`src/rtl/ll_fifo_drain_arbiter_if.sv`:
```
// ---------------------------------------------------------------------------
// ll_fifo_drain_arbiter_if
// Bundles the signals between the drain arbiter, the shared linked-list FIFO
// and the downstream consumer.
//   fifo_empty   per-queue empty flags from the shared FIFO
//   fifo_data    head word of the queue addressed by fifo_pop_sel
//   qmask        per-queue drain enable (1 = eligible)
//   fifo_pop     pop strobe to the shared FIFO
//   fifo_pop_sel queue being popped
//   out_valid    output buffer non-empty
//   out_ready    consumer accepts the head entry
//   out_data     head entry data
//   out_qid      queue id of the head entry
// Modport slave is the arbiter's view; master is the surrounding logic.
// ---------------------------------------------------------------------------
interface ll_fifo_drain_arbiter_if #(
   parameter int WIDTH     = 8,
   parameter int NUM_FIFOS = 2,
   parameter int SEL_WIDTH = $clog2(NUM_FIFOS)
);
   logic [NUM_FIFOS-1:0] fifo_empty;
   logic [WIDTH-1:0]     fifo_data;
   logic [NUM_FIFOS-1:0] qmask;
   logic                 fifo_pop;
   logic [SEL_WIDTH-1:0] fifo_pop_sel;
   logic                 out_valid;
   logic                 out_ready;
   logic [WIDTH-1:0]     out_data;
   logic [SEL_WIDTH-1:0] out_qid;

   modport slave (
      input  fifo_empty, fifo_data, qmask, out_ready,
      output fifo_pop, fifo_pop_sel, out_valid, out_data, out_qid
   );

   modport master (
      output fifo_empty, fifo_data, qmask, out_ready,
      input  fifo_pop, fifo_pop_sel, out_valid, out_data, out_qid
   );
endinterface

```
`src/rtl/ll_fifo_drain_arbiter.sv`:
```
// ---------------------------------------------------------------------------
// ll_fifo_drain_arbiter
// Drain stage for the shared linked-list FIFO. Picks a non-empty, enabled
// queue by round-robin, pops it, and captures {queue id, word} into a
// 2-entry output buffer that feeds the consumer over valid/ready. The pop
// decision uses only the registered buffer count, so consumer backpressure
// has no combinational path back to the shared FIFO.
// Ports:
//   clk  clock, all state updates on posedge
//   rst  asynchronous, active-high reset
//   bus  ll_fifo_drain_arbiter_if.slave (FIFO side + consumer side)
// ---------------------------------------------------------------------------
module ll_fifo_drain_arbiter #(
   parameter int WIDTH     = 8,
   parameter int NUM_FIFOS = 2,
   parameter int SEL_WIDTH = $clog2(NUM_FIFOS)
) (
   input  logic                   clk,
   input  logic                   rst,
   ll_fifo_drain_arbiter_if.slave bus
);

   localparam logic [SEL_WIDTH-1:0] LAST_Q = SEL_WIDTH'(NUM_FIFOS - 1);

   logic [NUM_FIFOS-1:0] elig;
   logic [SEL_WIDTH-1:0] rr_ptr;
   logic [SEL_WIDTH-1:0] grant;
   logic [SEL_WIDTH-1:0] idx;
   logic                 found;
   logic [1:0]           count;
   logic                 pop;
   logic                 deq;
   logic [WIDTH-1:0]     head_data;
   logic [SEL_WIDTH-1:0] head_qid;
   logic [WIDTH-1:0]     tail_data;
   logic [SEL_WIDTH-1:0] tail_qid;

   assign elig = ~bus.fifo_empty & bus.qmask;

   // Round-robin search starting at rr_ptr; wrap is explicit so that
   // non-power-of-two queue counts never index past the last queue.
   always_comb begin
      grant = rr_ptr;
      found = 1'b0;
      idx   = rr_ptr;
      for (int unsigned k = 0; k < NUM_FIFOS; k++) begin
         if (!found && elig[idx]) begin
            grant = idx;
            found = 1'b1;
         end
         idx = (idx == LAST_Q) ? '0 : idx + 1'b1;
      end
   end

   assign pop = ~rst & (count < 2'd2) & (|elig);
   assign deq = (count != 2'd0) & bus.out_ready;

   assign bus.fifo_pop     = pop;
   assign bus.fifo_pop_sel = pop ? grant : rr_ptr;
   assign bus.out_valid    = (count != 2'd0);
   assign bus.out_data     = head_data;
   assign bus.out_qid      = head_qid;

   // Head is always the oldest entry. A new word lands in the head when the
   // buffer is (or is about to become) empty, otherwise behind it in tail.
   always_ff @(posedge clk or posedge rst) begin
      if (rst) begin
         count     <= '0;
         rr_ptr    <= '0;
         head_data <= '0;
         head_qid  <= '0;
         tail_data <= '0;
         tail_qid  <= '0;
      end else begin
         count <= count + {1'b0, pop} - {1'b0, deq};
         if (pop) begin
            rr_ptr <= (grant == LAST_Q) ? '0 : grant + 1'b1;
         end
         if (pop && ((count == 2'd0) || ((count == 2'd1) && deq))) begin
            head_data <= bus.fifo_data;
            head_qid  <= grant;
         end else if (deq && (count == 2'd2)) begin
            head_data <= tail_data;
            head_qid  <= tail_qid;
         end
         if (pop && (count == 2'd1) && !deq) begin
            tail_data <= bus.fifo_data;
            tail_qid  <= grant;
         end
      end
   end

endmodule

```
`src/flat_wrapper.sv`:
```
// flat-port wrapper written by rule: the top's interface ports become plain ports
module ll_fifo_drain_arbiter_flat 
#(
   parameter int WIDTH     = 8,
   parameter int NUM_FIFOS = 2,
   parameter int SEL_WIDTH = $clog2(NUM_FIFOS)
)
  (clk, rst, bus_fifo_empty, bus_fifo_data, bus_qmask, bus_out_ready, bus_fifo_pop, bus_fifo_pop_sel, bus_out_valid, bus_out_data, bus_out_qid);
  ll_fifo_drain_arbiter_if #(.WIDTH(WIDTH), .NUM_FIFOS(NUM_FIFOS), .SEL_WIDTH(SEL_WIDTH)) bus_i ();
  input  logic clk;
  input  logic rst;
  input wire logic [$bits(bus_i.fifo_empty)-1:0] bus_fifo_empty;
  input wire logic [$bits(bus_i.fifo_data)-1:0] bus_fifo_data;
  input wire logic [$bits(bus_i.qmask)-1:0] bus_qmask;
  input wire logic [$bits(bus_i.out_ready)-1:0] bus_out_ready;
  output wire logic [$bits(bus_i.fifo_pop)-1:0] bus_fifo_pop;
  output wire logic [$bits(bus_i.fifo_pop_sel)-1:0] bus_fifo_pop_sel;
  output wire logic [$bits(bus_i.out_valid)-1:0] bus_out_valid;
  output wire logic [$bits(bus_i.out_data)-1:0] bus_out_data;
  output wire logic [$bits(bus_i.out_qid)-1:0] bus_out_qid;
  assign bus_i.fifo_empty = bus_fifo_empty;
  assign bus_i.fifo_data = bus_fifo_data;
  assign bus_i.qmask = bus_qmask;
  assign bus_i.out_ready = bus_out_ready;
  assign bus_fifo_pop = bus_i.fifo_pop;
  assign bus_fifo_pop_sel = bus_i.fifo_pop_sel;
  assign bus_out_valid = bus_i.out_valid;
  assign bus_out_data = bus_i.out_data;
  assign bus_out_qid = bus_i.out_qid;
  ll_fifo_drain_arbiter #(.WIDTH(WIDTH), .NUM_FIFOS(NUM_FIFOS), .SEL_WIDTH(SEL_WIDTH)) u_core (.clk(clk), .rst(rst), .bus(bus_i));
endmodule
```
`config.mk`:
```
export PLATFORM = sky130hd
export DESIGN_NAME = ll_fifo_drain_arbiter_flat
export DESIGN_NICKNAME = d
export VERILOG_FILES = /design/src/rtl/ll_fifo_drain_arbiter_if.sv /design/src/rtl/ll_fifo_drain_arbiter.sv /design/src/flat_wrapper.sv
export SDC_FILE = /design/constraint.sdc
export NUM_CORES = 1
export LEC_CHECK = 0
export ABC_AREA = 1
export BUFFER_PORTS_ARGS = -buffer_cell sky130_fd_sc_hd__buf_2
export CAP_MARGIN = 10
export CORE_ASPECT_RATIO = 1.4
export CORE_MARGIN = 10
export CORE_UTILIZATION = 32
export CTS_BUF_LIST = sky130_fd_sc_hd__clkbuf_4 sky130_fd_sc_hd__clkbuf_8
export DETAILED_ROUTE_END_ITERATION = 10
export PLACE_DENSITY = 0.54
export SETUP_SLACK_MARGIN = 0.02
export SYNTH_ARGS = -nofsm -noshare
export SYNTH_HDL_FRONTEND = slang
export SYNTH_SLANG_ARGS = --single-unit
```
`constraint.sdc`:
```
create_clock -name clk -period 1.5 [get_ports clk]
set_clock_uncertainty 0.15 [all_clocks]
set_input_delay 0 -clock clk [delete_from_list [all_inputs] [get_ports clk]]
set_output_delay 0 -clock clk [all_outputs]
set_load 0.01 [all_outputs]
```
==> flow_metrics.py <==
metrics = {
    "yosys": {
        "synth.ff_latch_count": 21,
        "synth_cell_types": 21,
        "ys_warn_count": 0,
        "syn_nets": 141,
        "synth-seq-area-share": 0.478,
        "synthesis.area_sq_um": 1100,
        "post_synth_inst_count": 125,
        "synth_area_per_cell_sq_um": 8.80,
    },
    "grt": {
        "gr-usage-all-layers": 0.0896,
        "overflow": 0,
        "first_global_vias": 1041,
        "antenna_violations_before_repair": 0,
        "grt_pass1_wl_um": 4620,
        "maximum_number_of_pins_on_one_net_before_global_route_repair": 13,
    },
    "run_status": {
        "run_status": "finished, final reports clean",
    },
    "routing": {
        "vias": 982,
        "vias_per_cell": 4.63,
        "drt_iter0_drc": 31,
        "final_antenna_net_count": 0,
        "detail_route.wirelength_um": 2850,
        "remaining_drc_errors": 0,
        "route.detailed.wl_per_inst_um": 13.4,
        "drt_pre_antenna_iters": 4,
    },
    "pwr": {
        "total_chip_power_mw": 2.54,
        "vdd.ir_drop.worst_v": 0.000892,
        "netSwitchingPower_mw": 1.01,
        "powerDensity_nw_per_um2": 1650,
        "power.share.clock": 0.145,
        "combinationalPowerShare": 0.456,
        "internal_power_mw": 1.53,
        "power_leakage_nw": 0.809,
        "power.share.switching": 0.398,
        "p_seq_frac": 0.400,
    },
    "place": {
        "place.detailed.hpwl_um": 2030,
        "numPortBuffers": 26,
        "globalplace.congestion": 0.746,
        "dp.cells": 193,
    },
    "clocking": {
        "numClockSinks": 21,
        "clockBufferDepth": 2,
        "worst_skew_pair.late_latency_ns": 0.26,
        "clkTransAtPathRegs_ns": 0.07,
        "ctsRootBufferMaster": "clkbuf_8",
        "num_cts_buffers": 3,
        "cts_max_level": 1,
        "tritoncts": "built",
    },
    "sta": {
        "setup_violators_final": 0,
        "fmax_mhz": 691,
        "fin_crit_sh": 0.965,
        "rsz0062_at_grt": "yes",
        "worst_margin_slew_ns": 0.472,
        "hold_violations": 0,
        "period_needed_ns": 1.45,
        "fin_tns_setup_ns": 0,
        "fin_worst_hold_slack_ns": 0.0432,
        "relSlewSlack": 0.685,
        "final-max-slew-violation-count": 0,
    },
    "floorplanning": {
        "die-area_sq_um": 6210,
        "die_h_um": 89.4,
        "num_io_pins": 27,
        "dieWidth_um": 69.5,
        "std_cell_rows": 25,
        "core_area_sq_um": 3350,
        "starting_density_of_the_core": 0.329,
    },
    "cells_and_area": {
        "finalNetCount": 189,
        "antenna-diode-count": 0,
        "post_route_cells_drive_above_1_share": 0.401,
        "n_fill_cell": 322,
        "post_layout_nonfiller_instances": 212,
        "area_growth_pct": 40.0,
    },
    "critical_path": {
        "worst_setup_path_end_kind": "primary output",
        "worst_ep_arrival_time_ns": 1.30,
        "critical_path.max_fanout": 5,
        "critPathRequiredTime_ns": 1.35,
        "critPathLaunchType": "register",
        "timing.setup.critical_path_class": "register to primary output",
    },
    "job": {
        "cap_violations": 0,
    },
    "min_path": {
        "timing.hold.worst.class": "primary input to register",
    },
}
==> synthesized netlist by cell type (all sizes together) <==
| master | count | area (sq um) |
|---|---|---|
| nand2 | 49 | 194 |
| nand3 | 23 | 133 |
| dfrtp | 21 | 526 |
| inv | 11 | 41.3 |
| o21ai | 11 | 88.8 |
| nor2 | 3 | 37.5 |
| buf | 2 | 31.3 |
| a21boi | 1 | 7.51 |
| clkinv | 1 | 5.00 |
| ha | 1 | 12.5 |
| o21a | 1 | 7.51 |
| xnor2 | 1 | 16.3 |
==> placed cells by master, fill, tap and decap left out, types with 2 or more instances in the layout <==
cell type and instances:
buf_2 26, buf_12 3, o21ai_2 10, nand3_1 19, nand2_1 45, inv_2 4
nand2_4 2, nor2_4 2, nand3_2 3, dfrtp_1 20, buf_4 5, inv_1 7
nand2_2 2, dlygate4sd3_1 10, clkbuf_8 3
==> flip-flops by register name (all words and copies together) (netlist names) <==
register,flops
u_core.bus.out_qid,1
u_core.count,2
u_core.tail_qid,1
u_core.tail_data,8
u_core.rr_ptr,1
u_core.bus.out_data,8
==> power by group through the flow <==
stage	combinational [mW]	sequential, mW	clock [mW]
5_1_grt	1.32	1.05	0.395
4_1_cts	1.12	1.00	0.387
2_1_floorplan	0.651	1.04	0
3_3_place_gp	0.988	1.01	0
6_report	1.16	1.01	0.367
3_5_place_dp	1.01	1.03	0
==> critical path: stages, from the launching register on <==
cell and delay [ns]:
dfrtp_2 0.44, nor2_4 0.12, nand2_4 0.08, buf_12 0.14, o21ai_2 0.10, inv_1 0.04
buf_2 0.13
==> per-layer routing <==
metal	routed length [um]	track usage	vias up	share of wire
met5	0	0	-	0
li1	-	-	499	-
met3	109	0.0211	7	0.038
met4	52	0.0422	0	0.018
met2	1500	0.163	22	0.52
met1	1190	0.0958	454	0.42
==> through the flow <==
step | cell area [sq um] | worst slack (ns) | utilization
after floorplan | 1100 | -0.0289 | -
after global routing | 1540 | -0.0134 | 0.460
after detailed placement | 1310 | 0.0428 | 0.390
after global placement | 1310 | 0.0956 | 0.390
after CTS | 1500 | 0.0164 | 0.449
final | 1540 | 0.0522 | 0.460
==> layout make-up <==
type,instances,area (sq um),share of cell area
clock buffer,3,41.3,0.0268
clock inverter,1,5.00,0.00325
inverter,12,47.5,0.0309
multi-input combinational,91,542,0.352
sequential,21,527,0.342
tap,40,50.0,0.0325
timing repair buffer,44,328,0.213
==> logic make-up (layout without fill, tap and decap cells) <==
kind of cell               after synthesis  count (layout)  share of synthesized area
and+or+nand+nor                         75              76                      0.331
DFF                                     21              21                      0.478
buffers and inverters                   14              60                     0.0705
AOI/OAI and AO/OA                       13              13                     0.0944
adders and majority gates                1               1                     0.0114
xor gates and xnor gates                 1               1                     0.0148
==> final timing paths <==
check                           depth (start not counted)                     end           startpoint  slack (ns)
worst min register to register                          2     u_core.tail_data[5]  u_core.tail_data[5]        0.34
min in group asynchronous                               3  u_core.bus.out_data[5]                  rst        0.18
worst max-delay path                                    6        bus_fifo_pop_sel      u_core.count[1]        0.05
worst min-delay path                                    6         u_core.tail_qid         bus_qmask[0]        0.04
max in group asynchronous                               4     u_core.tail_data[1]                  rst        0.50
worst max register to register                          8         u_core.count[1]      u_core.count[1]        0.08
==> what timing repair did <==
| action | CTS | global route |
|---|---|---|
| endpoints found under the hold margin | 28 | 0 |
| buffers inserted | 4 | 0 |
| hold buffers | 10 | 0 |
| pin swaps | 2 | 5 |
| gates cloned | 0 | 1 |
| setup endpoints to repair | 2 | 20 |
| resized for setup | 3 | 9 |
Note: power is estimated with default switching activity, not from simulation.
